**config.mk**
```make
export PLATFORM = sky130hd
export DESIGN_NAME = adder_share_ctrl
export DESIGN_NICKNAME = d
export VERILOG_FILES = /design/src/rtl/adder_share_pkg.sv /design/src/rtl/adder_8bit.sv /design/src/rtl/adder_share_ctrl.sv
export SDC_FILE = /design/constraint.sdc
export NUM_CORES = 1
export LEC_CHECK = 0
export CAP_MARGIN = 0
export CORE_MARGIN = 2
export CORE_UTILIZATION = 49
export CTS_CLUSTER_SIZE = 30
export DETAILED_ROUTE_END_ITERATION = 10
export PLACE_DENSITY = 0.85
export SLEW_MARGIN = 20
export SYNTH_ARGS = -nofsm -noshare
export SYNTH_HDL_FRONTEND = slang
export SYNTH_HIERARCHICAL = 1
export SYNTH_SLANG_ARGS = --single-unit
```
**constraint.sdc**
```tcl
create_clock -name clk -period 12.45 [get_ports clk]
set_clock_uncertainty 0.05 [all_clocks]
set_input_delay 1.245 -clock clk [delete_from_list [all_inputs] [get_ports clk]]
set_output_delay 1.245 -clock clk [all_outputs]
set_load 0.01 [all_outputs]
```
**src/rtl/adder_share_pkg.sv**
```systemverilog
// rtl/adder_share_pkg.sv - shared types and constants for the byte-serial shared adder
package adder_share_pkg;

    localparam int NBYTES_DEFAULT = 4;
    localparam int ID_W           = 1;

    typedef enum logic [1:0] {
        IDLE = 2'd0,
        CALC = 2'd1,
        DONE = 2'd2
    } state_e;

endpackage

```
**src/rtl/adder_8bit.sv**
```systemverilog
// rtl/adder_8bit.sv - gate-level 8-bit ripple-carry adder
module adder_8bit (
    input  logic [7:0] a_i,
    input  logic [7:0] b_i,
    input  logic       cin_i,
    output logic [7:0] sum_o,
    output logic       cout_o
);

    logic [8:0] c;

    assign c[0] = cin_i;

    for (genvar i = 0; i < 8; i++) begin : g_fa
        assign sum_o[i] = a_i[i] ^ b_i[i] ^ c[i];
        assign c[i+1]   = (a_i[i] & b_i[i]) | (c[i] & (a_i[i] ^ b_i[i]));
    end

    assign cout_o = c[8];

endmodule

```
**src/rtl/adder_share_ctrl.sv**
```systemverilog
// rtl/adder_share_ctrl.sv - two-requester round-robin front end for a byte-serial shared adder
module adder_share_ctrl
    import adder_share_pkg::*;
#(
    parameter int NBYTES = NBYTES_DEFAULT,
    parameter int W      = 8 * NBYTES
) (
    input  logic            clk,
    input  logic            rst_n,
    input  logic [1:0]      req_valid,
    output logic [1:0]      req_ready,
    input  logic [W-1:0]    req_a0,
    input  logic [W-1:0]    req_b0,
    input  logic [W-1:0]    req_a1,
    input  logic [W-1:0]    req_b1,
    input  logic [1:0]      req_cin,
    output logic            res_valid,
    input  logic            res_ready,
    output logic [W-1:0]    res_sum,
    output logic            res_cout,
    output logic [ID_W-1:0] res_id
);

    localparam int               IDX_W    = (NBYTES > 1) ? $clog2(NBYTES) : 1;
    localparam logic [IDX_W-1:0] IDX_LAST = IDX_W'(NBYTES - 1);

    state_e          state_q;
    logic [ID_W-1:0] last_grant_q;
    logic [ID_W-1:0] grant;
    logic [ID_W-1:0] id_q;
    logic [IDX_W-1:0] idx_q;
    logic [W-1:0]    a_q;
    logic [W-1:0]    b_q;
    logic [W-1:0]    sum_q;
    logic            carry_q;
    logic            cout_q;
    logic            accept;
    logic [7:0]      add_sum;
    logic            add_cout;

    // Contested cycles go to whoever did not win last; a lone requester always wins.
    always_comb begin
        grant = '0;
        if (req_valid == 2'b11) begin
            grant = ~last_grant_q;
        end else if (req_valid[1] && !req_valid[0]) begin
            grant = 1'b1;
        end
    end

    always_comb begin
        req_ready = 2'b00;
        if (rst_n && (state_q == IDLE) && req_valid[grant]) begin
            req_ready[grant] = 1'b1;
        end
    end

    assign accept = |(req_valid & req_ready);

    adder_8bit u_adder (
        .a_i    (a_q[{idx_q, 3'b000} +: 8]),
        .b_i    (b_q[{idx_q, 3'b000} +: 8]),
        .cin_i  (carry_q),
        .sum_o  (add_sum),
        .cout_o (add_cout)
    );

    always_ff @(posedge clk or negedge rst_n) begin
        if (!rst_n) begin
            state_q      <= IDLE;
            last_grant_q <= '1;
            id_q         <= '0;
            idx_q        <= '0;
            a_q          <= '0;
            b_q          <= '0;
            sum_q        <= '0;
            carry_q      <= 1'b0;
            cout_q       <= 1'b0;
        end else begin
            case (state_q)
                IDLE: begin
                    if (accept) begin
                        a_q          <= grant ? req_a1 : req_a0;
                        b_q          <= grant ? req_b1 : req_b0;
                        carry_q      <= req_cin[grant];
                        id_q         <= grant;
                        last_grant_q <= grant;
                        idx_q        <= '0;
                        state_q      <= CALC;
                    end
                end
                CALC: begin
                    sum_q[{idx_q, 3'b000} +: 8] <= add_sum;
                    carry_q                     <= add_cout;
                    idx_q                       <= idx_q + IDX_W'(1);
                    if (idx_q == IDX_LAST) begin
                        cout_q  <= add_cout;
                        state_q <= DONE;
                    end
                end
                DONE: begin
                    if (res_ready) begin
                        state_q <= IDLE;
                    end
                end
                default: state_q <= IDLE;
            endcase
        end
    end

    assign res_valid = (state_q == DONE);
    assign res_sum   = sum_q;
    assign res_cout  = cout_q;
    assign res_id    = id_q;

endmodule

```
---- Yosys cells after proc, flatten, opt, wreduce, memory -nomap -nowiden ----
Index checks and enable logic that the tools add are counted.
word-level totals
  register bits ........................... 104
  latch bits .............................. 0
  RAM bits ................................ 0
  bits in read-only memories .............. 0
  input port bits ......................... 135
  memories kept ........................... 0
cells by class
  add/subtract/negate cells ............... 2
  multipliers ............................. 0
  divide/modulo/power cells ............... 0
  order comparisons ....................... 2
  equal/unequal tests ..................... 7
  shift operators ......................... 4
  multiplexer cells ....................... 20
  bitwise logic cells ..................... 42
  reductions and logical operators ........ 12
operators with widths
  operator                                                                 count
  32-bit two-way mux                                                       2
  32-bit by 6-bit indexed part select with 8-bit output                    2
  32-bit bitwise mux                                                       1
  8-bit by 7-bit variable shift with 32-bit output, first input constant   1
  8-bit by 7-bit indexed part select with 32-bit output                    1
  1-bit AND                                                                16
  1-bit XOR                                                                16
  2-bit two-way mux                                                        5
  1-bit two-way mux                                                        8
  1-bit bitwise OR                                                         8
  5-bit negator with 7-bit output                                          1
  2-bit equality test, second input constant                               3
  2-bit one-hot mux with 3 select lines                                    1
  2-bit AND reduction                                                      3
  1-bit logical AND                                                        4
  2-bit inequality test, second input constant                             2
  2-bit one-hot mux with 2 select lines                                    1
  3-bit AND reduction                                                      1
  2-bit by 1-bit adder with 2-bit output, second input constant            1
  2-bit AND                                                                1
  2-bit by 1-bit equality test with 1-bit output, second input constant    1
  2-bit logical NOT                                                        1
  1-bit by 2-bit < comparator with 1-bit output, second input constant     1
  2-bit by 1-bit inequality test with 1-bit output, second input constant  1
  other kinds (7)                                                          7

---- Longest topological paths before layout ----
Gate-level depths: netlist of the first run.
  depth in word-level cells ............... 19
  depth in mapped cells ................... 17

---- Modules after synthesis ----
Netlist of the first run, hierarchy kept.
by module, submodules not included
  module            instances  cells each  area each (µm²)  sequential area each (µm²)
  adder_share_ctrl  1          379         4961.0           2603.7
  adder_8bit        1          18          197.7            0.0

---- Least setup slack after synthesis of the first run ----
No wires, ideal clock.
  path type ............................... register to register
  start point ............................. register idx_q[0]
  end point ............................... register sum_q[31], in the netlist res_sum[31]
  setup time .............................. 0.070 ns
  arrival time ............................ 4.677 ns
  required time ........................... 12.330 ns
  slack ................................... 7.653 ns
  stages on the path, launching flop included .. 16
  clock period less this slack ............ 4.797 ns
  cells stage by stage .................... dfrtp_1 > buf_1 > mux4_2 > fa_1 > inv_1 > fa_1 > inv_1 > fa_1 > fa_1 > fa_1 > fa_1 > fa_1 > inv_1 > fa_1 > inv_1 > a22o_1
between the ends
  longest elaborated chain between the ends .. 19
  elaborated cells on any way between the ends .. 43
  those cells by class .................... add/sub (1); shift (4); mux (1); bitwise (37)
ends and longest elaborated chain
  item                                                                      line                                            source
  from (decl)                                                               adder_share_ctrl.sv:31                          logic [IDX_W-1:0] idx_q;
  from (signal assigned)                                                    adder_share_ctrl.sv:95                          idx_q <= idx_q + IDX_W'(1);
  32-bit by 6-bit indexed part select with 8-bit output (on tied branches)  adder_share_ctrl.sv:61, adder_share_ctrl.sv:62
  1-bit XOR                                                                 adder_8bit.sv:16                                assign c[i+1] = (a_i[i] & b_i[i]) | (c[i] & (a_i[i] ^ b_i[i]));
  1-bit AND                                                                 adder_8bit.sv:16
  1-bit bitwise OR                                                          adder_8bit.sv:16
  1-bit AND                                                                 adder_8bit.sv:16
  1-bit bitwise OR                                                          adder_8bit.sv:16
  1-bit AND                                                                 adder_8bit.sv:16
  1-bit bitwise OR                                                          adder_8bit.sv:16
  [4 not listed]                                                            -
  1-bit AND                                                                 adder_8bit.sv:16
  1-bit bitwise OR                                                          adder_8bit.sv:16
  1-bit AND                                                                 adder_8bit.sv:16
  1-bit bitwise OR                                                          adder_8bit.sv:16
  1-bit XOR (*)                                                             adder_8bit.sv:15                                assign sum_o[i] = a_i[i] ^ b_i[i] ^ c[i];
  via add_sum[7]                                                            adder_share_ctrl.sv:38                          logic [7:0] add_sum;
  8-bit by 7-bit indexed part select with 32-bit output (*)                 adder_share_ctrl.sv:93                          sum_q[{idx_q, 3'b000} +: 8] <= add_sum;
  32-bit bitwise mux (*)                                                    adder_share_ctrl.sv:93
  to (signal, indexed assignment)                                           adder_share_ctrl.sv:93
  to (decl)                                                                 adder_share_ctrl.sv:34                          logic [W-1:0] sum_q;
Mark *: on every way through the listed nets, which the timed path passes. The rest lies on a longest branch.
A chain may end at the register's enable or synchronous reset.

---- Final worst setup path of the first run ----
  start point ............................. input port rst_n
  end point ............................... output port req_ready[0]
between the ends
  longest elaborated chain between the ends .. 3
ends and longest elaborated chain
  item                            line                    source
  from (decl)                     adder_share_ctrl.sv:9   input logic rst_n,
  1-bit logical AND (2 in a row)  adder_share_ctrl.sv:53  if (rst_n && (state_q == IDLE) && req_valid[grant]) begin
  2-bit two-way mux               adder_share_ctrl.sv:53
  to (decl)                       adder_share_ctrl.sv:11  output logic [1:0] req_ready,
Every way passes these cells.

==> metrics.txt, run 1 <==
CTS tree=yes; most frequent cells in the layout=170 x clkdlybuf4s50_1, 103 x dfrtp_1, 42 x o21ai_0; combinational power share=0.496; Warnings, synthesis=6; Switching Power=611 µW; commonest non-fill, non-tap cell in the layout=clkdlybuf4s50_1; Worst Hold End=res_id; Tmin final=5530 ps; Int Power=978 µW; CP startpoint=rst_n; CP Max Fanout=56; clock tree buffer depth=2; CP required=11150 ps; Post-CTS Hold Buffers=0; Remaining DRCs=0; DR vias/cell=6.02; run status=finished, final reports clean; Post-Route M1 WL=5500 µm; Post-layout nets=700; I/O pin cnt=172; Final Cycle Share=0.444; clock share of power=0.132; Cells after Synth=397; post_cts resized=0; worst hold-check path type=flip-flop to flip-flop; hold path depth=1; Slew HR=0.352; final RePlAce weighted congestion=0.876; max cap viols=0; reg-to-reg slack, setup=7320 ps; pin count of the biggest net entering global routing=68; switch share=0.385; drt first-iter violations=306; min-delay src=res_id; Post-DP HPWL=10600 µm; DIE AREA=11400 µm²; routed length per instance=20.5 µm; gr usage total=0.256; asr flop ratio synth=1.00; critical path class=input pin to primary output; area leader, netlist=dfrtp_1; area share of the largest cell type after synthesis=0.500; clock-pin slew of the registers on the worst-case setup and hold paths=90 ps; Core Region=10300 µm²; drt first pass iters=5; # port buffers=171; Max Used Layer=met4; vias in the first global route=4225; share of cells above drive strength 1=0.0865; global route overflow=0; Post-CTS Setup Repair Bufs=0; Reg power frac=0.371; H-Tree Depth=3; RSZ-0062 raised after global routing=false; Max Transition Viols Final=0; aggregate routed wire length=14100 µm; register area share after synthesis=0.505; Hold Violations, Final=0; ys flop type=dfrtp_1; Tightest Pin Transition=970 ps; diodes inserted=0; Setup violations, final=0; Synth area leaders=dfrtp_1 50%, a221o_1 7.8%, mux4_2 7.0%; Post-synth EDFFs=0; via count=4158; r2r startpoint=idx_q[0]; Starting Density=0.502; root buf cell=clkbuf_8; first-pass GRT wire length=22300 µm; Crit path arrival time=4230 ps; Distinct cells, synth=33; Die Ht=107 µm; synth-to-layout area growth=37.6%; Detail Route met2 WL=7240 µm; pwr/cell area=224 nW/µm²; Total Power=1.59 mW; clk sinks=104; Die W=107 µm; CTS Buf Count=9; Mean Syn Cell Area=13.0 µm²; WL met3=978 µm; Lkg Pwr=3.03 nW; Synth Register Bits=104; Net Count, Synth=546; R2R depth=15; antenna-violating nets left=0; Post-Syn Area=5160 µm²; initial antenna violation count=0; num rows=37; fmax=0.181 GHz; Setup crit start kind=input pin; Clock Latency Late Sink=370 ps; reg2reg end=res_sum[7]; CP endpoint kind=primary output; Worst VDD drop=0.120 mV; Setup TNS Final=0 ps
how the worst max path moves through the flow:
stage	to	cells past startpoint	slack (ps)
floorplan	res_sum[31]	15	7650
global placement	req_ready[0]	6	7000
detailed placement	req_ready[0]	6	6930
CTS	req_ready[0]	6	6920
global route	req_ready[0]	6	6700
finish	req_ready[0]	6	6920
synth_stat cells (8+ instances only):
cell and number:
a221o_1 40, a22o_1 33, buf_2 11, clkbuf_1 11, dfrtp_1 103, fa_1 8, inv_1 13, mux2i_1 25
mux4_2 16, o21a_1 40, o21ai_0 42, o21ai_1 9
final cells by class:
cell class / count / area (µm²)
clock buffer: 11 / 141
clock inverter: 4 / 55.1
fill: 764 / 3180
inverter: 13 / 48.8
multi-input combinational: 246 / 2330
sequential: 104 / 2600
tap: 136 / 170
timing repair buffer: 177 / 1750
layer usage:
metal  up-vias  global-route usage
met3        35              0.0462
met1      2068               0.333
met5         -                   0
met4         0               0.102
li1       1847                   -
met2       208               0.427
registers in the layout (all words and copies together) (netlist names):
name          flops
a_q              32
b_q              32
carry_q           1
idx_q             2
last_grant_q      1
res_cout          1
res_id            1
res_sum          32
state_q           2
logic make-up after synthesis:
| kind of cell | Yosys count | share of synthesized area |
|---|---|---|
| muxes | 42 | 0.121 |
| buffers and inverters | 47 | 0.0478 |
| AOI/OAI and AO/OA | 170 | 0.251 |
| and+or+nand+nor | 20 | 0.0308 |
| DFF | 104 | 0.505 |
| adders and majority gates | 14 | 0.0456 |
through the flow:
stage                     cells  cell area, µm²  setup slack (ps)   util  hold WS, ps
after floorplan             397            5160              7650      -          419
after global placement      676            6900              7000  0.672          432
after detailed placement    676            6900              6930  0.672          427
after CTS                   691            7100              6920  0.691          453
after global routing        691            7100              6700  0.691          476
final                       691            7100              6920  0.691          450
critical path, cell delays in order:
cell,delay [ps]
buf_4,520
or3b_2,810
buf_4,370
nor3b_4,190
buf_4,420
clkdlybuf4s50_1,620
power by group through the flow:
stage / sequential, mW / clock (mW) / combinational, mW
after floorplan: 0.548 / 0 / 0.555
after global placement: 0.586 / 0 / 0.754
after detailed placement: 0.592 / 0 / 0.788
after CTS: 0.587 / 0.211 / 0.791
after global routing: 0.603 / 0.225 / 0.871
final: 0.590 / 0.210 / 0.789
(Power assumes the default switching activity.)
==> run 2, diff against run 1 <==
Settings changed: CORE_UTILIZATION 49 to 42, PLACE_DENSITY 0.85 to 0.77.
Clock period 12.45 ns to 4.4 ns, I/O delays scaled along.
==> metrics.txt, run 2 (synthesized netlist as in run 1, its figures left out) <==
CP Max Fanout=4; routed length per instance=21.3 µm; gr usage total=0.236; drt first pass iters=5; CP endpoint kind=flip-flop; I/O pin cnt=172; pwr/cell area=679 nW/µm²; commonest non-fill, non-tap cell in the layout=clkdlybuf4s50_1; Tightest Pin Transition=1020 ps; DR vias/cell=5.94; Worst VDD drop=0.303 mV; initial antenna violation count=1; Post-DP HPWL=11100 µm; Clock Latency Late Sink=340 ps; clock tree buffer depth=2; multi-input logic area=2340 µm²; Hold Violations, Final=0; num rows=40; final RePlAce weighted congestion=0.918; fmax=0.236 GHz; reg-to-reg slack, setup=160 ps; Lkg Pwr=3.12 nW; r2r startpoint=idx_q[0]; antenna-violating nets left=0; H-Tree Depth=3; max cap viols=0; synth-to-layout area growth=42.3%; root buf cell=clkbuf_16; Crit path arrival time=4470 ps; Slew HR=0.320; critical path class=flip-flop to flip-flop; Min Hold Slack=440 ps; clock-pin slew of the registers on the worst-case setup and hold paths=70 ps; Die W=115 µm; R2R depth=14; Tmin final=4240 ps; min-delay src=res_id; CP startpoint=idx_q[0]; via count=4230; clk sinks=104; CTS Buf Count=9; Setup violations, final=0; share of cells above drive strength 1=0.117; reg2reg end=res_sum[7]; run status=finished, final reports clean; most frequent cells in the layout=170 x clkdlybuf4s50_1, 102 x dfrtp_1, 42 x o21ai_0; Final Cycle Share=0.963; vias in the first global route=4356; Setup crit start kind=flip-flop; RSZ-0062 raised after global routing=false; global route overflow=0; Core Region=12000 µm²; pin count of the biggest net entering global routing=76; Worst Hold End=res_id; CTS tree=yes; DIE AREA=13200 µm²; Total Power=4.99 mW; Die Ht=115 µm; drt first-iter violations=390; first-pass GRT wire length=23700 µm; CP required=4630 ps; Filler cells=932; hold path depth=1; Max Transition Viols Final=0; # port buffers=171; Starting Density=0.429; Post-layout nets=708; Remaining DRCs=0; worst hold-check path type=flip-flop to flip-flop; register area=2610 µm²; aggregate routed wire length=15200 µm
==> run 2: layer usage <==
metal	global-route usage	wire length, µm
met5	0	0
met4	0.0900	412
met3	0.0353	887
met2	0.395	7580
met1	0.314	6290
==> run 2: power breakdown <==
group | switching (mW) | total (mW) | internal (mW) | leakage (nW)
combinational | 1.21 | 2.44 | 1.23 | 1.63
clock | 0.355 | 0.912 | 0.557 | 0.162
sequential | 0.284 | 1.64 | 1.35 | 1.33
total | 1.85 | 4.99 | 3.14 | 3.12
==> run 2: worst max-delay path by stage <==
stage                  end  slack [ps]
4_1_cts         res_sum[7]           5
3_3_place_gp   res_sum[23]          70
6_report        res_sum[7]         160
5_1_grt         res_sum[7]          20
2_1_floorplan  res_sum[31]          30
3_5_place_dp    res_sum[7]         -10
==> run 2: per-stage QoR <==
| step | worst slack [ps] | utilization | TNS [ps] | instances | instance area, µm² |
|---|---|---|---|---|---|
| 3_5_place_dp | -11.2 | 0.580 | -11.2 | 693 | 6970 |
| 4_1_cts | 5.15 | 0.610 | 0 | 710 | 7320 |
| 6_report | 161 | 0.611 | 0 | 712 | 7340 |
| 5_1_grt | 23.1 | 0.611 | 0 | 712 | 7340 |
| 3_3_place_gp | 72.8 | 0.580 | 0 | 693 | 6970 |
| 2_1_floorplan | 26.9 | - | 0 | 397 | 5180 |
==> run 2: cell type report <==
class | count | share of cell area
Sequential cell | 104 | 0.355
Multi-Input combinational cell | 246 | 0.319
Timing Repair Buffer | 185 | 0.247
Clock buffer | 9 | 0.0307
Tap cell | 147 | 0.0250
Clock inverter | 7 | 0.0162
Inverter | 13 | 0.00665
Antenna cell | 1 | 0.000341
==> run 2: worst max-delay path, stage by stage, from the launching register on <==
cell     delay (ps)
dfrtp_2         410
mux4_2          540
fa_2            400
inv_2            60
fa_2            170
inv_1            50
fa_2            350
fa_2            370
fa_2            350
fa_2            350
fa_1            360
inv_1            80
fa_1            420
inv_2            90
a22o_1          130
==> run 2: what timing repair did <==
action                                  CTS  global route
resized for setup                         1             5
setup buffers                             0             1
hold buffers                              1             0
endpoints found under the hold margin    29             0
endpoints found under the setup margin    4             6
==> run 3, diff against run 2 <==
--- a/constraint.sdc
+++ b/constraint.sdc
@@ -4,2 +4,2 @@
 set_output_delay 0.44 -clock clk [all_outputs]
-set_load 0.01 [all_outputs]
+set_load 0.1 [all_outputs]
==> metrics.txt, run 3 (synthesized netlist as in run 1, its figures left out) <==
CP startpoint=idx_q[0]; Die Ht=115 µm; Starting Density=0.429; r2r startpoint=idx_q[0]; Post-DP HPWL=10900 µm; Total Power=5.40 mW; max cap viols=0; worst hold-check path type=input pin to asynchronous set/reset pin; DIE AREA=13200 µm²; CP Max Fanout=4; drt first pass iters=4; Worst VDD drop=0.366 mV; RSZ-0062 raised after global routing=false; CTS Buf Count=9; I/O pin cnt=172; antenna-violating nets left=0; Remaining DRCs=0; root buf cell=clkbuf_16; clock tree buffer depth=2; Tightest Pin Transition=988 ps; vias in the first global route=4360; Setup violations, final=0; Die W=115 µm; first-pass GRT wire length=23300 µm; Clock Latency Late Sink=340 ps; Max Transition Viols Final=0; # port buffers=171; Final Non-Filler Cells=708; Slew HR=0.339; H-Tree Depth=3; pwr/cell area=742 nW/µm²; fmax=0.239 GHz; Crit path arrival time=4420 ps; synth-to-layout area growth=41.1%; Post-layout nets=705; CP endpoint kind=flip-flop; gr usage total=0.231; critical path class=flip-flop to flip-flop; dpl cells=692; Lkg Pwr=3.10 nW; clock-pin slew of the registers on the worst-case setup and hold paths=70 ps; num rows=40; share of cells above drive strength 1=0.112; CTS tree=yes; final RePlAce weighted congestion=0.891; Post-CTS Setup Repair Bufs=0; Final Cycle Share=0.952; run status=finished, final reports clean; global route overflow=0; diodes inserted=0; routed length per instance=20.8 µm; most frequent cells in the layout=168 x clkdlybuf4s50_1, 102 x dfrtp_1, 42 x o21ai_0; Setup TNS Final=0 ps; Core Region=12000 µm²; commonest non-fill, non-tap cell in the layout=clkdlybuf4s50_1; pin count of the biggest net entering global routing=70; initial antenna violation count=0; via count=4175; clk sinks=104; Tmin final=4190 ps; Setup crit start kind=flip-flop; aggregate routed wire length=14700 µm; CP required=4630 ps; DR vias/cell=5.90; Hold Violations, Final=0; drt first-iter violations=314
==> run 3: per-layer routing <==
layer | track usage | vias to the layer above | share of wire
li1 | - | 1866 | -
met1 | 0.313 | 2141 | 0.44
met2 | 0.387 | 155 | 0.50
met3 | 0.0438 | 13 | 0.050
met4 | 0.0618 | 0 | 0.013
met5 | 0 | - | 0
==> run 3: layout make-up <==
type | instances | area, µm²
clock inverters | 6 | 60.1
clock buffers | 10 | 229
repair buffers | 182 | 1810
well taps | 147 | 184
flip-flops and latches | 104 | 2610
fillers | 935 | 4730
multi-input cells | 246 | 2340
inverters | 13 | 48.8
==> run 3: critical path, stage by stage (launching register included) <==
cell     delay (ps)
dfrtp_2         410
mux4_2          530
fa_2            390
inv_1            70
fa_1            150
inv_1            50
fa_2            330
fa_2            350
fa_2            350
fa_2            340
fa_1            360
inv_1            80
fa_1            420
inv_2            90
a22o_1          140
==> run 3: final timing paths <==
check | cells after the start | slack [ps] | to
hold reg to reg | 1 | 460 | res_id
setup reg to reg | 14 | 210 | res_sum[31]
max in group asynchronous | 3 | 2960 | idx_q[0]
min in group clk | 1 | 460 | res_id
setup / recovery | 14 | 210 | res_sum[31]
hold / removal | 2 | 220 | a_q[3]
==> run 3: what timing repair did <==
action                     CTS  global route
hold buffers                 0             0
setup endpoints to repair    0             5
gates resized for setup      0             4
==> run 3: through the flow <==
| stage | setup slack (ps) | hold slack, ps | instance area (µm²) | util |
|---|---|---|---|---|
| after floorplan | 26.9 | 94.4 | 5180 | - |
| final | 210 | 219 | 7280 | 0.606 |
| after CTS | 44.5 | 264 | 7270 | 0.605 |
| after global placement | 101 | 426 | 6980 | 0.581 |
| after detailed placement | 57.2 | 438 | 6980 | 0.581 |
| after global routing | 47.5 | 278 | 7280 | 0.606 |
==> run 3: power breakdown <==
group          switching, mW  internal (mW)
Combinational           1.80           1.20
Sequential             0.268           1.35
Clock                  0.341          0.438
Total                   2.41           2.99
